`src/rtl/countdown_counter.sv`:
```
// countdown_counter
// -----------------------------------------------------------------------------
// Loadable down-counter with prescaler, enable and terminal-count flag. A preset
// is loaded into both the count and a reload register; after Start the count
// decrements once every PRESCALE enabled clock cycles until it reaches zero,
// where Done is raised. The count drives board lights directly.
//
// Parameters:
//   WIDTH     counter width in bits (>= 1)
//   PRESCALE  clock cycles per decrement (>= 1, 1 = every cycle)
//
// Ports:
//   Clock      in   rising-edge clock
//   Reset      in   asynchronous active-high reset, clears all state
//   Load       in   load LoadValue into count and reload register (highest prio)
//   LoadValue  in   preset value, WIDTH bits
//   Start      in   start from IDLE or restart from DONE
//   Enable     in   freezes count and prescaler while low in RUN
//   Count      out  current count, WIDTH bits (registered)
//   Busy       out  high while in RUN (registered)
//   Done       out  terminal-count flag (registered)
//
// Optional feature macro: COUNTDOWN_AUTO_RELOAD_EN
//   When defined, the terminal tick in RUN reloads the count from the reload
//   register, stays in RUN and pulses Done for one cycle.
// -----------------------------------------------------------------------------
module countdown_counter #(
  parameter int WIDTH    = 3,
  parameter int PRESCALE = 1
) (
  input  logic             Clock,
  input  logic             Reset,
  input  logic             Load,
  input  logic [WIDTH-1:0] LoadValue,
  input  logic             Start,
  input  logic             Enable,
  output logic [WIDTH-1:0] Count,
  output logic             Busy,
  output logic             Done
);

  localparam int PW = (PRESCALE > 1) ? $clog2(PRESCALE) : 1;
  localparam logic [PW-1:0] PRE_LAST = PW'(PRESCALE - 1);

  localparam logic [1:0] IDLE = 2'd0;
  localparam logic [1:0] RUN  = 2'd1;
  localparam logic [1:0] DONE = 2'd2;

  logic [1:0]       state_r, state_s;
  logic [WIDTH-1:0] count_r, count_s;
  logic [WIDTH-1:0] reload_r, reload_s;
  logic [PW-1:0]    pre_r, pre_s;
  logic             busy_r, busy_s;
  logic             done_r, done_s;
  logic             tick_s;

  // Next-state logic: Load beats Start beats the prescaled tick.
  always_comb begin
    state_s  = state_r;
    count_s  = count_r;
    reload_s = reload_r;
    pre_s    = pre_r;
    done_s   = done_r;
    tick_s   = Enable && (pre_r == PRE_LAST);

    if (Load) begin
      count_s  = LoadValue;
      reload_s = LoadValue;
      pre_s    = {PW{1'b0}};
      done_s   = 1'b0;
      state_s  = IDLE;
    end else begin
      case (state_r)
        IDLE: begin
          if (Start) begin
            if (count_r == {WIDTH{1'b0}}) begin
              state_s = DONE;
              done_s  = 1'b1;
            end else begin
              state_s = RUN;
              pre_s   = {PW{1'b0}};
            end
          end else begin
            state_s = IDLE;
          end
        end
        RUN: begin
          // Done is only ever a one-cycle pulse while running.
          done_s = 1'b0;
          if (tick_s) begin
            pre_s = {PW{1'b0}};
            if (count_r == WIDTH'(1)) begin
`ifdef COUNTDOWN_AUTO_RELOAD_EN
              count_s = reload_r;
              done_s  = 1'b1;
`else
              count_s = {WIDTH{1'b0}};
              done_s  = 1'b1;
              state_s = DONE;
`endif
            end else begin
              // count_r is never 0 here, so this cannot wrap
              count_s = count_r - WIDTH'(1);
            end
          end else if (Enable) begin
            pre_s = pre_r + PW'(1);
          end else begin
            pre_s = pre_r;
          end
        end
        DONE: begin
          if (Start) begin
            count_s = reload_r;
            if (reload_r != {WIDTH{1'b0}}) begin
              state_s = RUN;
              pre_s   = {PW{1'b0}};
              done_s  = 1'b0;
            end else begin
              done_s  = 1'b1;
            end
          end else begin
            count_s = {WIDTH{1'b0}};
            done_s  = 1'b1;
          end
        end
        default: begin
          state_s = IDLE;
          count_s = {WIDTH{1'b0}};
          pre_s   = {PW{1'b0}};
          done_s  = 1'b0;
        end
      endcase
    end

    busy_s = (state_s == RUN);
  end

  // State and output registers with asynchronous reset.
  always_ff @(posedge Clock or posedge Reset) begin
    if (Reset) begin
      state_r  <= IDLE;
      count_r  <= {WIDTH{1'b0}};
      reload_r <= {WIDTH{1'b0}};
      pre_r    <= {PW{1'b0}};
      busy_r   <= 1'b0;
      done_r   <= 1'b0;
    end else begin
      state_r  <= state_s;
      count_r  <= count_s;
      reload_r <= reload_s;
      pre_r    <= pre_s;
      busy_r   <= busy_s;
      done_r   <= done_s;
    end
  end

  assign Count = count_r;
  assign Busy  = busy_r;
  assign Done  = done_r;

endmodule

```
`config.mk`:
```
export PLATFORM = sky130hd
export DESIGN_NAME = countdown_counter
export DESIGN_NICKNAME = d
export VERILOG_FILES = /design/src/rtl/countdown_counter.sv
export SDC_FILE = /design/constraint.sdc
export NUM_CORES = 1
export LEC_CHECK = 0
export ABC_AREA = 1
export CORE_UTILIZATION = 40
export DETAILED_ROUTE_END_ITERATION = 12
export SLEW_MARGIN = 20
export SYNTH_ARGS = -nofsm -noshare
export SYNTH_HDL_FRONTEND = slang
export SYNTH_SLANG_ARGS = --single-unit
```
`constraint.sdc`:
```
create_clock -name Clock -period 2.1 [get_ports Clock]
set_input_delay 0.21 -clock Clock [delete_from_list [all_inputs] [get_ports Clock]]
set_output_delay 0.21 -clock Clock [all_outputs]
set_load 0.01 [all_outputs]
```
==> flow_summary.yaml, run 1 <==
clock_network:
  root_buffer: "clkbuf_4"
  cts_tree: "built"
  cts_hold_buf: 0
  clock_sinks: 11
  clock_latency_ns: 0.27
  cts_made_buffers: 3
  cts-htree-levels: 1
  cts.clk_slew.worst_paths_ns: 0.07
  cts_repair_resize_count: 0
  ctsLongestPathBuffers: 2
  post_cts_buffers: 0
drt:
  drt_iter0_drc: 16
  routed_wl_mm: 1.52
  wl_per_cell_microns: 9.77
  drc_errors: 0
  vias: 714
  via_per_inst: 4.61
  ant_nets: 0
  drtPass1Iterations: 4
sta:
  rsz0062_at_grt: "false"
  finalSetupViolCount: 0
  timing.final.crit_share_pct: 72.9
  worstMarginPinSlew_ns: 0.435
  maxSlewHeadroom_pct: 71.0
  slew_viol_final: 0
  hold_viol: 0
  fmax_mhz: 653
  skew_ns: 0.00202
  setup_tns_ns: 0
  fin_crit_ns: 1.53
die:
  fp.dieW_microns: 45.9
  start_util_pct: 43.8
  die-height_microns: 45.9
  coreArea_sq_um: 1760
  io_pins: 13
  num_rows: 15
  die-area_sq_um: 2110
synthesis:
  ys_warn_count: 0
  synth-async-reset-ratio_pct: 100
  synth_area_leader_cell: "dfrtp_1"
  yosysMostFrequentCell: "nand2_1"
  avgSynthCellArea_sq_um: 6.66
  ys_ff_latch: 11
  syn_nets: 131
  yosysUniqueCellTypes: 16
  synth_top_area_share_pct: 35.7
  synth-main-ff-cell: "dfrtp_1"
  syn_area_sq_um: 772
  synth_edf_count: 0
  seq_area_frac_synth_pct: 35.7
  yosys-top-cells-count: "nand2_1, inv_1, nor2_1, dfrtp_1, nand3_1"
  synthCells: 116
  yosys-top-cells-area: "dfrtp_1, nand2_1, ha_1, inv_1, nor2_1"
setup_path:
  crit_path_max_incr_delay_ns: 0.58
  worst-path-stages: 1
  crit_path_cell_trace: "clkdlybuf4s50_1"
  path_buf_inv: 1
  reg2reg_to: "state_r[1]"
  ff2ff_setup_slack_ns: 0.73
  critPathKind: "reg2out"
  critPathRequiredTime_ns: 1.89
  slowest_stage: "clkdlybuf4s50_1"
  path_delay_family: "buffers and inverters"
  r2r_start: "state_r[0]"
  worst-path-max-fanout: 7
  critPathArrivalTime_ns: 1.32
  cp-start-kind: "flop"
  cp-end-kind: "output pin"
  rr_worst_depth: 6
finish:
  finalNonFillerCells: 155
  layout-drive-gt1-share_pct: 6.92
  nets: 146
  diodes: 0
  area_delta_synth_final_pct: 21.4
placement:
  place.gp.congestion: 0.861
  hpwl_mm: 1.26
  dp.cells: 151
  io_buffers: 12
grt:
  antenna_found_initial: 0
  grt_max_degree: 12
  first_global_vias: 637
  grt_use_total_pct: 17.8
  grt_pass1_wl_mm: 2.67
  overflow: 0
outcome:
  status: "finished, final reports clean"
power_and_ir_drop:
  peakVddDrop_v: 0.000377
  cellPowerDensity_nw_per_um2: 705
  leakagePower_nw: 0.518
job:
  maxCapViolCount: 0
min_path:
  hold_class: "in2async"
==> stage by stage <==
| step | power (mW) | setup slack, ns | hold slack, ns | utilization [%] | instance area, sq um |
|---|---|---|---|---|---|
| CTS | 0.667 | 0.567 | 0.254 | 53.1 | 937 |
| global placement | 0.520 | 0.530 | 0.491 | 51.6 | 911 |
| global route | 0.719 | 0.508 | 0.280 | 53.1 | 937 |
| detailed placement | 0.521 | 0.539 | 0.487 | 51.6 | 911 |
| finish | 0.661 | 0.569 | 0.235 | 53.1 | 937 |
| floorplan | 0.431 | 0.851 | 0.0624 | - | 772 |
==> cell families after synthesis <==
logic type      share of synthesized area, %
compound gates                          8.43
fa+ha+maj                               11.3
buf+inv                                 12.8
flops                                   35.7
simple gates                            31.8
==> cell type report <==
class                           count  area, sq um
Clock buffer                        4         26.3
Timing Repair Buffer               12          120
Tap cell                           25         31.3
Multi-Input combinational cell     80          398
Inverter                           23         86.3
Fill cell                         195          827
Sequential cell                    11          275
==> where the power goes <==
part / total (mW) / leakage (nW) / internal, mW / switching (mW)
clock network: 0.146 / 0.0150 / 0.0735 / 0.0725
logic: 0.245 / 0.364 / 0.109 / 0.136
registers: 0.270 / 0.139 / 0.241 / 0.0286
total: 0.661 / 0.518 / 0.424 / 0.237
==> state kept, by name (all words and copies together) (netlist names) <==
register,flops
Done,1
reload_r,3
pre_r,1
Busy,1
Count,3
state_r,2
==> per-layer routing <==
layer | wire length, microns | global-route usage (%) | vias up
met2 | 662 | 26.2 | 15
met1 | 774 | 26.0 | 318
met3 | 59 | 2.38 | 4
li1 | - | - | 377
met4 | 19 | 7.06 | 0
met5 | 0 | 0 | -
==> worst max path at each step <==
stage,endpoint,from,slack [ns]
after detailed placement,Count[0],Load,0.54
after CTS,Count[2],Count[2],0.57
after global routing,Count[2],Count[2],0.51
final,Count[2],Count[2],0.57
after floorplan,Busy,Count[1],0.85
after global placement,Count[2],Load,0.53
==> cell usage in the layout, fill, tap and decap left out <==
master,instances
clkbuf_4,3
nor3_1,1
inv_2,3
clkdlybuf4s50_1,12
nand2_2,2
nand2_1,34
nand3_1,8
clkbuf_1,1
o22ai_1,1
dfrtp_1,11
inv_1,20
nor2_1,16
o21ai_1,2
o21ai_2,1
ha_1,7
a21oi_1,7
o21ai_0,1
Note: power is estimated with default switching activity, not from simulation.
==> run 2, diff against run 1 <==
Settings changed: PLACE_DENSITY set to 0.65.
Clock period 2.1 ns to 1.3 ns, I/O delays scaled along.
==> run 2 against run 1 <==
Against the previous run: the flow now finishes with violations (setup timing); via count grew 14%; global-route usage grew 1.7 points; die area is the same; first-iteration DRC count grew 63%; wire length grew 30%; utilization grew 13 points; flip-flop and latch count is the same; combinational power grew 140%.
==> flow_summary.yaml, run 2 (synthesis gave the netlist of run 1 again) <==
outcome:
  status: "complete, but fails checks"
  violations: "setup timing"
clock_network:
  clock_sinks: 11
  cts-htree-levels: 1
  cts.clk_slew.worst_paths_ns: 0.08
  clock_latency_ns: 0.28
  cts_tree: "built"
  cts_made_buffers: 3
  cts_hold_buf: 0
  root_buffer: "clkbuf_4"
  ctsLongestPathBuffers: 2
placement:
  placed_cell_area_sq_um: 1000
  dp.cells: 163
  io_buffers: 12
  place.gp.congestion: 0.827
  hpwl_mm: 1.36
sta:
  setup_tns_ns: -0.00295
  setup_ws_ns: -0.00295
  rsz0062_at_grt: "true"
  fmax_mhz: 767
  maxSlewHeadroom_pct: 70.8
  fin_crit_ns: 1.30
  finalSetupViolCount: 1
  skew_ns: 0.00156
  timing.final.crit_share_pct: 100
  hold_viol: 0
  worstMarginPinSlew_ns: 0.438
  fin_hold_ws_ns: 0.148
  slew_viol_final: 0
setup_path:
  path_delay_family: "flip-flops"
  slowest_stage: "dfrtp_1"
  cp-end-kind: "flop"
  crit_start: "Count[0]"
  r2r_start: "Count[0]"
  crit_path_cell_trace: "inv_1, ha_1, inv_1, nor2_2, nor2_2, a21oi_2, nand2_1, nand2_1, nor2_1"
  crit_path_max_incr_delay_ns: 0.41
  critPathKind: "reg2reg"
  cp-start-kind: "flop"
  critPathArrivalTime_ns: 1.48
  critPathRequiredTime_ns: 1.47
  worst-path-max-fanout: 3
  path_buf_inv: 2
finish:
  mostFrequentLayoutCell: "nand2_1"
  final_cell_mix: "nand2_1, buf_4, inv_1"
  n_fill_cell: 151
  final_area_sq_um: 1170
  nets: 163
  layout-drive-gt1-share_pct: 32.0
  area_delta_synth_final_pct: 51.1
  diodes: 0
  finalNonFillerCells: 172
grt:
  first_global_vias: 718
  overflow: 0
  antenna_found_initial: 0
  grt_pass1_wl_mm: 2.90
  grt_use_total_pct: 19.5
  grt_max_degree: 12
power_and_ir_drop:
  leakagePower_nw: 0.627
  peakVddDrop_v: 0.000613
  cellPowerDensity_nw_per_um2: 1090
  finalPower_mw: 1.27
drt:
  wl_per_cell_microns: 11.5
  ant_nets: 0
  routed_wl_mm: 1.98
  vias: 813
  drt_iter0_drc: 26
  via_per_inst: 4.73
  drtPass1Iterations: 4
  drc_errors: 0
die:
  die-area_sq_um: 2110
  die-height_microns: 45.9
  io_pins: 13
  num_rows: 15
  start_util_pct: 43.8
  coreArea_sq_um: 1760
  fp.dieW_microns: 45.9
job:
  maxCapViolCount: 0
min_path:
  hold_class: "in2async"
==> run 2: cell types whose count changed in the layout (fill, tap and decap cells not counted), moves of 2 or more <==
cell             delta
a21oi_1             -3
a21oi_2             +3
buf_4              +16
clkdlybuf4s50_1     -5
dlygate4sd2_1       +4
ha_1                -4
ha_4                +4
inv_1               -5
inv_2               +4
nand2_1             -2
nand2_2             +2
nor2_1              -5
nor2_2              +4
==> run 2: repair_timing <==
item,CTS,global route
setup buffers,3,2
pin swaps,0,6
setup endpoints to repair,12,9
gates resized for setup,13,21
==> run 2: routing by layer <==
| layer | up-vias | GRT usage, % | part of all wire, % | routed length, microns |
|---|---|---|---|---|
| met2 | 27 | 29.0 | 46 | 912 |
| li1 | 412 | - | - | - |
| met4 | 0 | 8.82 | 1.6 | 31 |
| met3 | 5 | 3.57 | 4.7 | 92 |
| met5 | - | 0 | 0 | 0 |
| met1 | 369 | 27.1 | 48 | 941 |
==> run 2: per-stage QoR <==
stage,setup slack [ns],utilization (%)
5_1_grt,-0.103,66.1
2_1_floorplan,0.0513,-
4_1_cts,-0.0587,61.1
3_3_place_gp,-0.0401,56.7
6_report,-0.00295,66.1
3_5_place_dp,-0.0653,56.7
==> run 2: final cells by class <==
type                       count  area (sq um)  share of cell area, %
sequential                    11           277                   23.7
multi-input combinational     80           494                   42.4
clock buffer                   4          26.3                   2.25
inverter                      23          88.8                   7.62
timing repair buffer          29           249                   21.4
tap                           25          31.3                   2.68
==> run 2: power breakdown <==
group | total [mW] | internal [mW] | switching [mW]
Sequential | 0.441 | 0.391 | 0.0506
Combinational | 0.579 | 0.277 | 0.302
Clock | 0.251 | 0.119 | 0.131
==> run 2: path summary, 6_finish.rpt <==
check	cells after the start	slack, ns	endpoint
worst max-delay path	9	-0.003	Busy
worst min-delay path	2	0.15	reload_r[2]
worst min register to register	2	0.52	reload_r[2]
max in group asynchronous	2	0.83	Count[2]
min in group Clock	3	0.41	reload_r[2]
worst max register to register	9	-0.003	Busy
